## config.mk

```make
export PLATFORM = sky130hd
export DESIGN_NAME = btn_digit_counter
export DESIGN_NICKNAME = d
export VERILOG_FILES = /design/src/rtl/btn_digit_counter.sv
export SDC_FILE = /design/constraint.sdc
export NUM_CORES = 1
export LEC_CHECK = 0
export ABC_AREA = 0
export BUFFER_PORTS_ARGS = -buffer_cell sky130_fd_sc_hd__buf_2
export CAP_MARGIN = 30
export CORE_MARGIN = 1
export CORE_UTILIZATION = 30
export CTS_CLUSTER_DIAMETER = 200
export DETAILED_ROUTE_END_ITERATION = 7
export PLACE_DENSITY = 0.5
export SLEW_MARGIN = 0
export SYNTH_ARGS = -nofsm -noshare
export SYNTH_HDL_FRONTEND = slang
export SYNTH_SLANG_ARGS = --single-unit
export TNS_END_PERCENT = 5
```

## constraint.sdc

```tcl
create_clock -name clk -period 2.4 [get_ports clk]
set_clock_uncertainty 0.1 [all_clocks]
set_input_delay 0.24 -clock clk [delete_from_list [all_inputs] [get_ports clk]]
set_output_delay 0.24 -clock clk [all_outputs]
set_load 0.03 [all_outputs]
```

## src/rtl/btn_digit_counter.sv

```systemverilog
// btn_digit_counter: debounced push-button driving a 0-9 seven-segment digit counter.
// Define BTN_AUTOREPEAT_EN to add hold-to-repeat increments.
module btn_digit_counter #(
  parameter int DEBOUNCE_CYCLES = 120000
`ifdef BTN_AUTOREPEAT_EN
  ,
  parameter int REPEAT_DELAY_CYCLES = 6000000,
  parameter int REPEAT_RATE_CYCLES = 2400000
`endif
) (
  input  logic       clk,
  input  logic       rst_n,
  input  logic       btn,
  output logic [3:0] digit,
  output logic [6:0] dig0,
  output logic       press,
  output logic       wrap
);
  typedef enum logic [1:0] {IDLE, PRESS_WAIT, HELD, RELEASE_WAIT} state_t;
  localparam logic [23:0] DC_LAST = 24'(DEBOUNCE_CYCLES - 1);
  state_t state, state_nxt;
  logic s1, s2, dc_done, inc, rep_fire;
  logic [23:0] dcnt;
  logic [3:0] digit_nxt;

  function automatic logic [6:0] seg(input logic [3:0] d);
    case (d)
      4'd0: seg = 7'h3F;
      4'd1: seg = 7'h06;
      4'd2: seg = 7'h5B;
      4'd3: seg = 7'h4F;
      4'd4: seg = 7'h66;
      4'd5: seg = 7'h6D;
      4'd6: seg = 7'h7D;
      4'd7: seg = 7'h07;
      4'd8: seg = 7'h7F;
      4'd9: seg = 7'h6F;
      default: seg = 7'h00;
    endcase
  endfunction

  always_ff @(posedge clk or negedge rst_n)
    if (!rst_n) {s1, s2} <= 2'b00;
    else {s1, s2} <= {btn, s1};

  always_ff @(posedge clk or negedge rst_n)
    if (!rst_n) state <= IDLE;
    else state <= state_nxt;

  assign dc_done = dcnt == DC_LAST;

  always_comb begin
    state_nxt = state;
    case (state)
      IDLE:         state_nxt = s2 ? PRESS_WAIT : IDLE;
      PRESS_WAIT:   state_nxt = !s2 ? IDLE : dc_done ? HELD : PRESS_WAIT;
      HELD:         state_nxt = s2 ? HELD : RELEASE_WAIT;
      RELEASE_WAIT: state_nxt = s2 ? HELD : dc_done ? IDLE : RELEASE_WAIT;
      default:      state_nxt = IDLE;
    endcase
  end

  // Counter rests at zero outside the wait states, so every wait starts fresh.
  always_ff @(posedge clk or negedge rst_n)
    if (!rst_n) dcnt <= '0;
    else dcnt <= (state == PRESS_WAIT || state == RELEASE_WAIT) ? dcnt + 24'd1 : '0;

`ifdef BTN_AUTOREPEAT_EN
  localparam logic [23:0] RD_LAST = 24'(REPEAT_DELAY_CYCLES - 1);
  localparam logic [23:0] RR_LAST = 24'(REPEAT_RATE_CYCLES - 1);
  logic [23:0] rcnt;
  logic rep;
  assign rep_fire = state == HELD && s2 && rcnt == (rep ? RR_LAST : RD_LAST);
  // rep marks that the initial delay has elapsed and the faster rate applies.
  always_ff @(posedge clk or negedge rst_n)
    if (!rst_n) begin
      rcnt <= '0;
      rep <= 1'b0;
    end else if (state != HELD) begin
      rcnt <= '0;
      rep <= 1'b0;
    end else if (rep_fire) begin
      rcnt <= '0;
      rep <= 1'b1;
    end else rcnt <= rcnt + 24'd1;
`else
  assign rep_fire = 1'b0;
`endif

  always_comb begin
    inc = (state == PRESS_WAIT && s2 && dc_done) || rep_fire;
    digit_nxt = (digit == 4'd9) ? 4'd0 : digit + 4'd1;
  end

  always_ff @(posedge clk or negedge rst_n)
    if (!rst_n) begin
      digit <= 4'd0;
      dig0 <= 7'h3F;
      press <= 1'b0;
      wrap <= 1'b0;
    end else begin
      press <= inc;
      wrap <= inc && digit == 4'd9;
      if (inc) begin
        digit <= digit_nxt;
        dig0 <= seg(digit_nxt);
      end
    end
endmodule

```

[Word-level counts from Yosys, hierarchy flattened]
Memories as Yosys holds them, arrays and structs flattened. A register that Yosys moved wholly into a read port is not among the register bits.
Index checks and enable logic that the tools add are counted.
Storage, ports and cells
  output and inout port bits: 13
  input bits: 3
  logic and storage cells: 30
  bits in registers: 34
  memory bits (read-only): 112
  memories kept: 1
Cells by class
  equality and inequality tests: 5
  add/sub/neg operators: 2
  reduce and logical (&&, ||, !) cells: 6
  muxes and demuxes: 9
Memories
  (name not given): depth 16, bits a word 7, rd ports 1, clocked after Yosys merged registers in 1, wr ports 0, RTL line 27  | case (d)
Operators with widths (count)
  24-bit by 1-bit adder with 24-bit output (second input constant): 1
  24-bit by 17-bit equality test with 1-bit output (second input constant): 1
  24-bit 2-to-1 mux: 1
  2-bit 2-to-1 mux: 4
  2-bit one-hot mux with 4 select lines: 1
  4-bit by 1-bit adder with 4-bit output (second input constant): 1
  2-bit equality test (second input constant): 2
  4-bit equality test (second input constant): 1
  4-bit 2-to-1 mux: 1
  1-bit logical AND: 3
  2-bit by 1-bit equality test with 1-bit output (second input constant): 1
  2-bit zero test: 1
  1-bit 2-to-1 mux: 2
  1-bit zero test: 1
  1-bit logical OR: 1

[Logic depth before layout (Yosys ltp)]
Gate-level depths: netlist (run 1).
  depth after elaboration: 4
  gate-level depth with buffers: 9
  mapped depth without buffers: 9

[Least setup slack after synthesis (run 1)]
OpenSTA, ideal clock, no wires.
  kind: reg2reg
  from: register digit[0]
  to: register dig0[3]
  setup slack: 0.094 ns
  path buffers: 1
  stages on the path, launching flop included: 9
  clock period less this slack: 2.306 ns
  data arrival time: 2.124 ns
  required time: 2.218 ns
  library setup time: 0.082 ns
  cells stage by stage: dfrtp_1 -> clkbuf_1 -> mux2_2 -> inv_1 -> ha_1 -> nor2b_1 -> o21ai_0 -> o2111ai_1 -> mux2_4
Between the ends
  word-level cells in the longest chain between the ends: 2
  elaborated cells on any way between the ends: 3
  classes of those cells: 1 x add/sub; 1 x eq/ne; 1 x mux
RTL lines
  from (decl): RTL line 14  | output logic [3:0] digit,
  from (signal assigned): RTL line 105  | digit <= digit_nxt;
  4-bit by 1-bit adder with 4-bit output / 4-bit equality test (equally long branches): RTL line 92  | digit_nxt = (digit == 4'd9) ? 4'd0 : digit + 4'd1;
  4-bit 2-to-1 mux *: RTL line 92
  named net digit_nxt[1]: RTL line 24  | logic [3:0] digit_nxt;
  to (decl): RTL line 15  | output logic [6:0] dig0,
The timed path passes the listed nets; every way through them passes the cells marked *.
A chain may end at the register's enable or synchronous reset.

[Final worst setup path (run 1)]
  from: register digit[2]
  to: register dig0[3]
Between the ends
  word-level cells in the longest chain between the ends: 2
  elaborated cells on any way between the ends: 3
  classes of those cells: 1 x add/sub; 1 x eq/ne; 1 x mux
RTL lines (RTL line)
  4-bit equality test: 92
  4-bit 2-to-1 mux: 92
  named net digit_nxt[1]: 24
The timed path passes the listed nets, and every way through them passes these cells.

==> metrics.md, run 1 <==
| Metric | Value |
|---|---|
| Synth Area per Inst | `9.72 um2` |
| Die H | `89.5 um` |
| Max-cap violations | `0` |
| Count of standard-cell rows | `31` |
| DR vias/cell | `4.96` |
| Post-synth EDFFs | `0` |
| Vias in the first global route | `1,679` |
| Final Util | `0.360` |
| Most common cell after layout, fill and taps aside | `dfrtp_1` |
| Final hold slack | `-0.0380 ns` |
| Mux share of post-synthesis cell area | `0.0709` |
| Core outline area | `7330 um2` |
| Proportion of layout cells with a drive suffix above 1 | `0.219` |
| Synth unique cells | `47` |
| Crit path max fanout | `4` |
| Clock-pin slew on the worst setup and hold paths | `0.08 ns` |
| Simple-Gate Fraction of Synth Area | `0.245` |
| Routed Antenna Nets | `0` |
| I/O Buffers | `15` |
| Final Cycle Share | `0.931` |
| Synth Area in Adders | `0.0273` |
| Syn nets | `244` |
| Startpoint Class | `flip-flop` |
| Synth async-reset ratio | `1.00` |
| Seq/Total Area, Yosys | `0.450` |
| Setup TNS | `0 ns` |
| Most used DFF post-synth | `dfrtp_1` |
| Hold Crit Class | `in2async` |
| Dominant combinational cell family by area after synthesis | `simple AND/OR/NAND/NOR gates` |
| Synthesis-to-layout area growth | `15.1%` |
| Measured slew at the worst slew-check pin | `0.871 ns` |
| Unrepaired setup endpoints after global routing | `no` |
| XOR/XNOR Fraction of Synth Area | `0.0458` |
| Routed via count | `1,779` |
| Filler cells | `757` |
| Final min period | `2.23 ns` |
| Relative slew slack | `0.419` |
| Peak VDD IR | `between 0.15 and 0.2 mV` |
| Crit path DAT | `approximately 2.4 ns` |
| CTS buffer count | `5` |
| Failing checks | `negative hold slack` |
| Power Dens Cells | `451 nW/um2` |
| Drt pass-1 iters | `4` |
| Routed wire length | `4.94 mm` |
| WL per Instance | `13.8 um` |
| Post-Syn Area | `2290 um2` |
| Outcome | `finished with violations` |
| Leakage Power | `1.16 nW` |
| Initial antenna violation count | `0` |
| First-pass GRT wire length | `8.38 mm` |
| CTS tree | `built` |
| FMAX | `448 MHz` |
| Most frequent cells in the layout | `dfrtp_1 (35), nor2_1 (16), buf_4 (16)` |
| Chip width | `89.5 um` |
| Starting Density | `0.313` |
| Num ports | `16` |
| Residual DRC | `0` |
| Clock tree buffer depth | `2` |
| Crit Path Category | `reg2reg` |
| Clock net sink count | `41` |
| H-Tree Depth | `2` |
| Die area | `8000 um2` |
| Total track usage | `0.139` |
| Clock root cell | `clkbuf_8` |
| #FFs+latches synth | `41` |
| Final Slew Violations | `0` |
| ANT cells | `0` |
| GRT overflow | `0` |
| Postcts setup bufs | `0` |
| CP Capture Type | `flip-flop` |
| Cell count after synthesis | `roughly 240` |
| Final Hold Viols | `35` |
| Later-pin clock latency in the skew report | `0.29 ns` |
| 1st-iter DRT viols | `72` |
| Compound-Gate Fraction of Synth Area | `0.124` |
| Final setup vio count | `0` |
| Final layout net count | `267` |
| GPL Wtd Cong | `0.771` |
| Required @ worst endpoint | `around 2.5 ns` |
| YS warnings | `0` |
| Largest net degree at the start of global routing | `40` |
| Post-DP HPWL | `around 3.4 mm` |
## logic make-up (layout without fill, tap and decap cells)
family	count (synthesis)	count (layout)
buffers and inverters	20	44
xor gates and xnor gates	12	12
muxes	13	13
adders and majority gates	5	5
AOI/OAI and AO/OA	46	46
DFF	41	41
and+or+nand+nor	99	99
## layer usage
layer  up-vias  wire length (um)  global-route usage
met5         -                 0                   0
met3        10               136              0.0305
met2        27              2360               0.221
met1       845              2360               0.186
li1        897                 -                   -
met4         0                81              0.0476
## critical path, stage by stage, from the launching register on
cell	delay, ns
dfrtp_1	0.38
nor2b_1	0.24
nor2_1	0.06
mux2_2	0.31
inv_1	0.08
ha_1	0.24
nor2b_1	0.13
o21ai_0	0.15
o2111ai_1	0.16
mux2_4	0.29
## layout make-up
class,count,area (um2),area share
Multi-Input combinational cell,175,1180,0.447
Sequential cell,41,1030,0.391
Timing Repair Buffer,32,205,0.0777
Tap cell,99,124,0.0469
Clock buffer,6,72.6,0.0275
Inverter,4,15.0,0.00568
Clock inverter,2,10.0,0.00379
## worst paths after layout
kind                            slack [ns]  startpoint  cells past startpoint       end
max in group asynchronous             1.58       rst_n                      2   dig0[0]
worst min register to register        0.26          s1                      0        s2
worst max-delay path                  0.17    digit[2]                      9   dig0[3]
worst max register to register        0.17    digit[2]                      9   dig0[3]
min in group clk                      0.26          s1                      0        s2
worst min-delay path                 -0.04       rst_n                      1  digit[3]
## sequential cells by signal, summed over array words and instances (netlist names)
register and count:
digit 4, dig0 7, dcnt 24, press 1
s1 1, state 2, wrap 1, s2 1
## power by group
part,internal (mW),switching [mW]
registers,0.697,0.00443
clock network,0.202,0.243
logic,0.0141,0.0303
total,0.913,0.278
## what timing repair did
item | in CTS | in global routing
endpoints found under the hold margin | 1 | 0
hold buffers | 1 | 0
setup endpoints to repair | 0 | 6
gates resized for setup | 0 | 2
## metrics by stage
step	instances	total power [mW]	instance area, um2	worst slack, ns
finish	359	1.19	2640	0.166
global route	359	1.25	2640	0.000318
CTS	359	1.21	2640	0.0130
detailed placement	350	0.760	2550	0.0316
global placement	350	0.760	2550	0.0515
floorplan	236	0.734	2290	0.0941
## synth_stat cells, types with 4 or more instances
cell	instances	area share
nor2_1	16	0.026
dfstp_2	6	0.069
nor2b_1	6	0.016
dfrtp_1	35	0.38
o21ai_0	12	0.026
ha_1	5	0.027
nand2b_1	10	0.027
clkbuf_1	14	0.023
or4_1	4	0.013
nand4_1	9	0.025
mux2i_1	5	0.022
nand2_1	14	0.023
or3_1	4	0.011
o31ai_1	5	0.016
xor2_1	9	0.034
a21oi_1	12	0.026
mux2_4	6	0.039
nand3_1	12	0.026
Note: power is estimated with default switching activity, not from simulation.
==> run 2: changes to the inputs <==
Settings changed: ABC_CLOCK_PERIOD_IN_PS set to 2400, RECOVER_POWER set to 50, SETUP_SLACK_MARGIN set to 0.1.
==> run 2 against run 1 <==
  * Sequential share of layout area decreased by 1.1 points
  * Non-clock buffer count increased by 3
  * Critical path depth decreased by 5
  * Design area increased by 2.8%
  * Global-route usage decreased by 0.57 points
  * Combinational power increased by 4.5%
  * Worst hold slack improved by 0.30 ns
  * Maximum frequency increased by 0.57%
  * The flow now finishes without violations
  * Die area unchanged
  * Wire length decreased by 1.0%
  * First-iteration DRC count decreased by 2.8%
==> metrics.md, run 2 (same netlist as run 1, synthesis figures left out) <==
| Metric | Value |
|---|---|
| CP Capture Type | `flip-flop` |
| Final layout net count | `270 (+1.1%)` |
| Final Slew Violations | `0 (unchanged)` |
| Clock-pin slew on the worst setup and hold paths | `0.10 ns (+0.02 ns)` |
| Chip width | `89.5 um (unchanged)` |
| Setup TNS | `0 ns (unchanged)` |
| Postcts setup bufs | `0 (unchanged)` |
| Routed wire length | `4.89 mm (-1.0%)` |
| Drt pass-1 iters | `4 (unchanged)` |
| CTS buffer count | `5 (unchanged)` |
| CTS tree | `built` |
| Final Cycle Share | `0.925 (-0.00527)` |
| Filler cells | `761 (+0.53%)` |
| Final min period | `2.22 ns (-0.0126 ns)` |
| Largest register FFs | `24 (unchanged)` |
| P_sw | `0.302 mW (+8.7%)` |
| Power Dens Cells | `527 nW/um2 (+17%)` |
| Unrepaired setup endpoints after global routing | `yes` |
| Later-pin clock latency in the skew report | `0.30 ns (about the same)` |
| Startpoint Class | `flip-flop` |
| Required @ worst endpoint | `2.48 ns (-0.04 ns)` |
| Leakage Power | `1.18 nW (+1.9%)` |
| Total track usage | `0.133 (-0.00572)` |
| Most frequent cells in the layout | `dfrtp_1 (35), buf_4 (17), nor2_1 (16)` |
| Outcome | `completed` |
| Largest net degree at the start of global routing | `26 (-35%)` |
| Die H | `89.5 um (unchanged)` |
| Routed via count | `1,832 (+3.0%)` |
| Clock tree buffer depth | `2 (unchanged)` |
| Crit Path Category | `reg2reg` |
| H-Tree Depth | `2 (unchanged)` |
| Vias in the first global route | `1,714 (+2.1%)` |
| Relative slew slack | `0.358 (-0.0612)` |
| First-pass GRT wire length | `8.25 mm (-1.6%)` |
| Clock root cell | `clkbuf_8` |
| Num ports | `16 (unchanged)` |
| Measured slew at the worst slew-check pin | `0.963 ns (+0.0918 ns)` |
| Clock power share | `0.479 (+0.106)` |
| Top reg by flops | `dcnt` |
| Proportion of layout cells with a drive suffix above 1 | `0.217 (-0.00250)` |
| Synthesis-to-layout area growth | `18.4%` |
| Post-DP HPWL | `3.55 mm (+6.0%)` |
| Final Hold Viols | `0 (-100%)` |
| Combinational Power Share | `0.032 (-0.005)` |
| Die area | `8000 um2 (unchanged)` |
| 1st-iter DRT viols | `70 (-2.8%)` |
| Residual DRC | `0 (unchanged)` |
| Most common cell after layout, fill and taps aside | `dfrtp_1` |
| Peak VDD IR | `0.219 mV (+25%)` |
| GRT overflow | `0 (unchanged)` |
| Routed Antenna Nets | `0 (unchanged)` |
| Final hold slack | `0.262 ns (+0.300 ns)` |
| Max-cap violations | `0 (unchanged)` |
| ANT cells | `0 (unchanged)` |
| Largest registers | `dcnt (24), dig0 (7), digit (4)` |
| I/O Buffers | `15 (unchanged)` |
| Clock net sink count | `41 (unchanged)` |
| Sequential power share | `0.489 (-0.100)` |
| Reg2Reg Launch Point | `dcnt[9]` |
| GPL Wtd Cong | `0.793 (+2.9%)` |
| Final setup vio count | `0 (unchanged)` |
| Crit path max fanout | `10 (+6)` |
| Sw Share | `0.211 (-0.0225)` |
| Hold Crit Class | `reg2reg` |
| WL per Instance | `13.5 um (-1.9%)` |
| FMAX | `450 MHz (+0.57%)` |
| Crit path DAT | `2.30 ns (-0.05 ns)` |
| Core outline area | `7330 um2 (unchanged)` |
| Count of standard-cell rows | `31 (unchanged)` |
| Starting Density | `0.313 (unchanged)` |
| Internal power | `1.13 mW (+24%)` |
| Final Util | `0.371 (+0.0102)` |
| Crit path from | `dcnt[9]` |
| Worst Min Path Start | `s1` |
| DR vias/cell | `5.06 (+2.1%)` |
| Initial antenna violation count | `0 (unchanged)` |
[run 2: changes by cell type in the layout (fill, tap and decap cells not counted), sizes merged]
cell / before / now
clkbuf: 6 / 10
inv: 3 / 4
dlygate4sd3: 1 / 2
buf: 31 / 28
bufinv: 0 / 2
clkinv: 3 / 1
[run 2: layout make-up]
cell class | count | area [um2] | area share
Sequential cell | 41 | 1030 | 0.380
Multi-Input combinational cell | 175 | 1180 | 0.436
Clock inverter | 3 | 68.8 | 0.0253
Clock buffer | 5 | 68.8 | 0.0253
Inverter | 4 | 15.0 | 0.00553
Timing Repair Buffer | 35 | 223 | 0.0820
Tap cell | 99 | 124 | 0.0456
[run 2: critical path, cell delays in order (launching register included)]
cell,delay (ns)
dfrtp_1,0.39
or4_4,0.53
or4_4,0.43
or2_4,0.35
mux2_4,0.31
[run 2: layer usage]
layer,routed length (um),track usage,share of wire,vias up
met4,57,0.0303,0.012,0
met5,0,0,0,-
met3,155,0.0314,0.032,6
met2,2350,0.226,0.48,26
li1,-,-,-,906
met1,2320,0.172,0.48,894
[run 2: through the flow]
step / power (mW) / cell area, um2 / std cells / setup slack, ns
CTS: 1.46 / 2730 / 362 / 0.184
floorplan: 0.734 / 2300 / 236 / 0.104
finish: 1.43 / 2720 / 362 / 0.179
global placement: 0.759 / 2550 / 351 / 0.0527
detailed placement: 0.763 / 2570 / 352 / 0.0401
global route: 1.49 / 2720 / 362 / 0.0955
[run 2: worst paths after layout]
path	depth (start not counted)	slack, ns	end
worst min-delay path	0	0.26	s2
min in group asynchronous	2	0.51	s2
worst max register to register	4	0.18	dig0[6]
max in group asynchronous	3	0.54	dcnt[19]
worst min register to register	0	0.26	s2
worst max-delay path	4	0.18	dig0[6]
[run 2: power by group through the flow]
stage / clock network [mW] / registers [mW] / logic [mW]
floorplan: 0 / 0.715 / 0.0192
global placement: 0 / 0.714 / 0.0453
detailed placement: 0 / 0.714 / 0.0491
CTS: 0.707 / 0.701 / 0.0518
global route: 0.737 / 0.702 / 0.0547
finish: 0.686 / 0.701 / 0.0463
[run 2: what timing repair did]
| item | in CTS | in global routing |
|---|---|---|
| cloned | 0 | 0 |
| hold buffers | 2 | 0 |
| endpoints found under the hold margin | 12 | 0 |
| resized for setup | 2 | 1 |
| setup endpoints to repair | 7 | 2 |
==> run 3: changes to the inputs <==
Settings changed: ABC_AREA 0 to 1, ABC_CLOCK_PERIOD_IN_PS 2400 to 2500, PLACE_DENSITY 0.5 to 0.48, SKIP_LAST_GASP set to 1.
Clock period 2.4 ns to 2.5 ns, I/O delays scaled along.
==> run 3 against run 2 <==
  * Final cell count increased by 29%
  * Clock-buffer cell count rose by 1
  * Worst setup slack improved by 0.33 ns
  * Synthesized cell count increased by 45%
  * Combinational power is 9.9% lower
  * Via count is 15% higher
  * Global-route usage up 1.2 points
  * Total power decreased by 13%
  * Utilization fell by 1.6 points
  * Highest routed layer unchanged
==> metrics.md, run 3 <==
| Metric | Value |
|---|---|
| Unrepaired setup endpoints after global routing | `no` |
| DR vias/cell | `4.49 (-11%)` |
| Largest net degree at the start of global routing | `42 (+62%)` |
| Post-synth EDFFs | `0 (unchanged)` |
| Initial antenna violation count | `0 (unchanged)` |
| ANT cells | `0 (unchanged)` |
| Final layout net count | `373 (+38%)` |
| Vias in the first global route | `1,973 (+15%)` |
| Synth unique cells | `32 (-32%)` |
| Final Cycle Share | `0.797 (-0.129)` |
| Proportion of layout cells with a drive suffix above 1 | `0.145 (-0.0719)` |
| CTS resizes | `0 (-2)` |
| Top post-synthesis cells by area | `dfrtp_1 (36%), nand2_1 (19%), nor2_1 (9.8%)` |
| Cell count after synthesis | `342 (+45%)` |
| Setup WS pre-CTS | `0.561 ns (+0.521 ns)` |
| Area share of the largest cell type after synthesis | `0.358 (-0.0236)` |
| Most common cell after layout, fill and taps aside | `nand2_1` |
| Clock tree buffer depth | `2 (unchanged)` |
| Slowest cell on crit path | `dfrtp_1` |
| Register area | `1030 um2 (unchanged)` |
| CP Capture Type | `flip-flop` |
| Hold Crit Class | `reg2reg` |
| Synth top cells by count | `nand2_1 (126), nor2_1 (64), dfrtp_1 (35), inv_1 (25), nand3_1 (16)` |
| Routed wl met3 | `219 um (+41%)` |
| Relative slew slack | `0.243 (-0.115)` |
| Most frequent cells in the layout | `nand2_1 (126), nor2_1 (64), dfrtp_1 (35)` |
| Highest metal used | `met4` |
| Post-Syn Area | `2450 um2 (+6.6%)` |
| Peak VDD IR | `0.189 mV (-14%)` |
| YS warnings | `0 (unchanged)` |
| Most used cell, CP | `nand2_1` |
| Depth of the most critical reg-to-reg path | `12 (+8)` |
| Largest area contributor in the netlist | `dfrtp_1` |
| Residual DRC | `0 (unchanged)` |
| Outcome | `completed` |
| Clock root cell | `clkbuf_8` |
| Max-cap violations | `0 (unchanged)` |
| First-pass GRT wire length | `9.71 mm (+18%)` |
| Crit path DAT | `2.14 ns (-0.16 ns)` |
| Most used DFF post-synth | `dfrtp_1` |
| Chip width | `92.3 um (+3.2%)` |
| Startpoint Class | `flip-flop` |
| Routed wire length | `5.62 mm (+15%)` |
| Crit Path Category | `reg2reg` |
| Required @ worst endpoint | `2.65 ns (+0.17 ns)` |
| Core outline area | `7810 um2 (+6.5%)` |
| Clock-pin slew on the worst setup and hold paths | `0.09 ns (about the same)` |
| Final hold slack | `0.263 ns (+0.00154 ns)` |
| FF-to-FF setup slack | `0.51 ns (+0.33 ns)` |
| Setup TNS | `0 ns (unchanged)` |
| Leakage Power | `1.29 nW (+9.4%)` |
| DR WL met2 | `2.35 mm (-0.13%)` |
| Die H | `92.3 um (+3.2%)` |
| Post-DP HPWL | `4.18 mm (+18%)` |
| Num ports | `16 (unchanged)` |
| Slowest stage delay, CP | `0.63 ns (+0.10 ns)` |
| Top reg by flops | `dcnt` |
| Routed Antenna Nets | `0 (unchanged)` |
| Largest register FFs | `24 (unchanged)` |
| Crit path max fanout | `12 (+2)` |
| CTS buffer count | `5 (unchanged)` |
| Largest registers | `dcnt (24), dig0 (7), digit (4)` |
| I/O Buffers | `15 (unchanged)` |
| Final Hold Viols | `0 (unchanged)` |
| Filler cells | `865 (+14%)` |
| Seq/Total Area, Yosys | `0.423 (-0.0279)` |
| Power Dens Cells | `452 nW/um2 (-14%)` |
| Synthesis-to-layout area growth | `13.0%` |
| #FFs+latches synth | `41 (unchanged)` |
| Starting Density | `0.313 (about the same)` |
| Overall Power | `1.25 mW (-13%)` |
| Synth Area per Inst | `7.15 um2 (-26%)` |
| Crit-path cells | `inv_2 -> nor2_1 -> nand2_1 -> nand2_2 -> inv_1 -> ha_1 -> nand3_1 -> nand2_1 -> nand2_1 -> nand2_1 -> nand2_1 -> nand2_1` |
| Measured slew at the worst slew-check pin | `1.14 ns (+0.173 ns)` |
| Clock net sink count | `41 (unchanged)` |
| Final setup margin | `0.508 ns (+0.329 ns)` |
| Later-pin clock latency in the skew report | `0.30 ns (about the same)` |
| Met1 Wirelength | `3.00 mm (+29%)` |
| Most common cell in the netlist | `nand2_1` |
| H-Tree Depth | `2 (unchanged)` |
| Count of standard-cell rows | `32 (+3.2%)` |
| FMAX | `502 MHz (+11%)` |
| CTS tree | `built` |
| Drt pass-1 iters | `4 (unchanged)` |
| WL per Instance | `12.0 um (-11%)` |
| Die area | `8520 um2 (+6.4%)` |
| Syn nets | `350 (+43%)` |
| Routed via count | `2,100 (+15%)` |
| 1st-iter DRT viols | `133 (+90%)` |
| Synth async-reset ratio | `1.00 (unchanged)` |
| Final setup vio count | `0 (unchanged)` |
| Total track usage | `0.145 (+0.0122)` |
| Hold path cells | `0 (unchanged)` |
| GPL Wtd Cong | `0.864 (+8.9%)` |
| Final min period | `1.99 ns (-0.229 ns)` |
| Area of the multi-input gates | `1270 um2 (+7.5%)` |
| Final Slew Violations | `0 (unchanged)` |
| GRT overflow | `0 (unchanged)` |
==> run 3: cell count changes in the layout (fill, tap and decap cells not counted), moves of 6 or more <==
cell and delta:
nand2b_1 -10, nor2_1 +48, mux2_4 -6, buf_4 -16, nand2_1 +112, inv_1 +22
==> run 3: repair_timing <==
item                      in CTS  in global routing
hold endpoints to repair       1                 19
hold buffers                   1                  1
setup buffers                  0                  0
==> run 3: logic make-up after synthesis <==
kind of cell             count (synthesis)  share of synthesized area
AND/OR/NAND/NOR                        234                      0.428
flip-flops                              41                      0.423
buffers and inverters                   35                     0.0573
AO/OA/AOI/OAI                           22                     0.0491
XOR/XNOR                                 5                     0.0179
adder cells (fa/ha/maj)                  5                     0.0256
==> run 3: stage by stage <==
step	std cells	utilization	area [um2]
global placement	457	0.338	2640
finish	468	0.354	2770
CTS	466	0.353	2760
detailed placement	457	0.338	2640
floorplan	342	-	2450
global route	468	0.354	2770
==> run 3: cell type report <==
cell class,instances,area share
clock buffers,6,0.0262
well taps,102,0.0462
repair buffers,20,0.0389
inverters,31,0.0421
flip-flops and latches,41,0.374
clock inverters,2,0.0127
multi-input cells,266,0.460
==> run 3: metal layers <==
| layer | global-route usage | vias to the layer above |
|---|---|---|
| met4 | 0.0339 | 0 |
| met5 | 0 | - |
| met3 | 0.0312 | 5 |
| met2 | 0.211 | 33 |
| met1 | 0.219 | 956 |
| li1 | - | 1106 |
==> run 3: where the power goes <==
| group | leakage (nW) | internal [mW] | switching (mW) |
|---|---|---|---|
| logic | 0.697 | 0.0112 | 0.0305 |
| clock network | 0.0552 | 0.297 | 0.237 |
| registers | 0.542 | 0.669 | 0.00475 |
| total | 1.29 | 0.977 | 0.272 |
==> run 3: critical path, delay by kind of cell (launching register included) <==
family	cells	cell delay, ns
buffers and inverters	2	0.18
adders and majority gates	1	0.28
DFF	1	0.63
and+or+nand+nor	9	0.75
==> run 3: worst paths after layout <==
path                          start        to
hold / removal                   s1        s2
max in group asynchronous     rst_n   dig0[5]
hold reg to reg                  s1        s2
setup / recovery           digit[0]   dig0[3]
min in group asynchronous     rst_n  dcnt[14]
setup reg to reg           digit[0]   dig0[3]
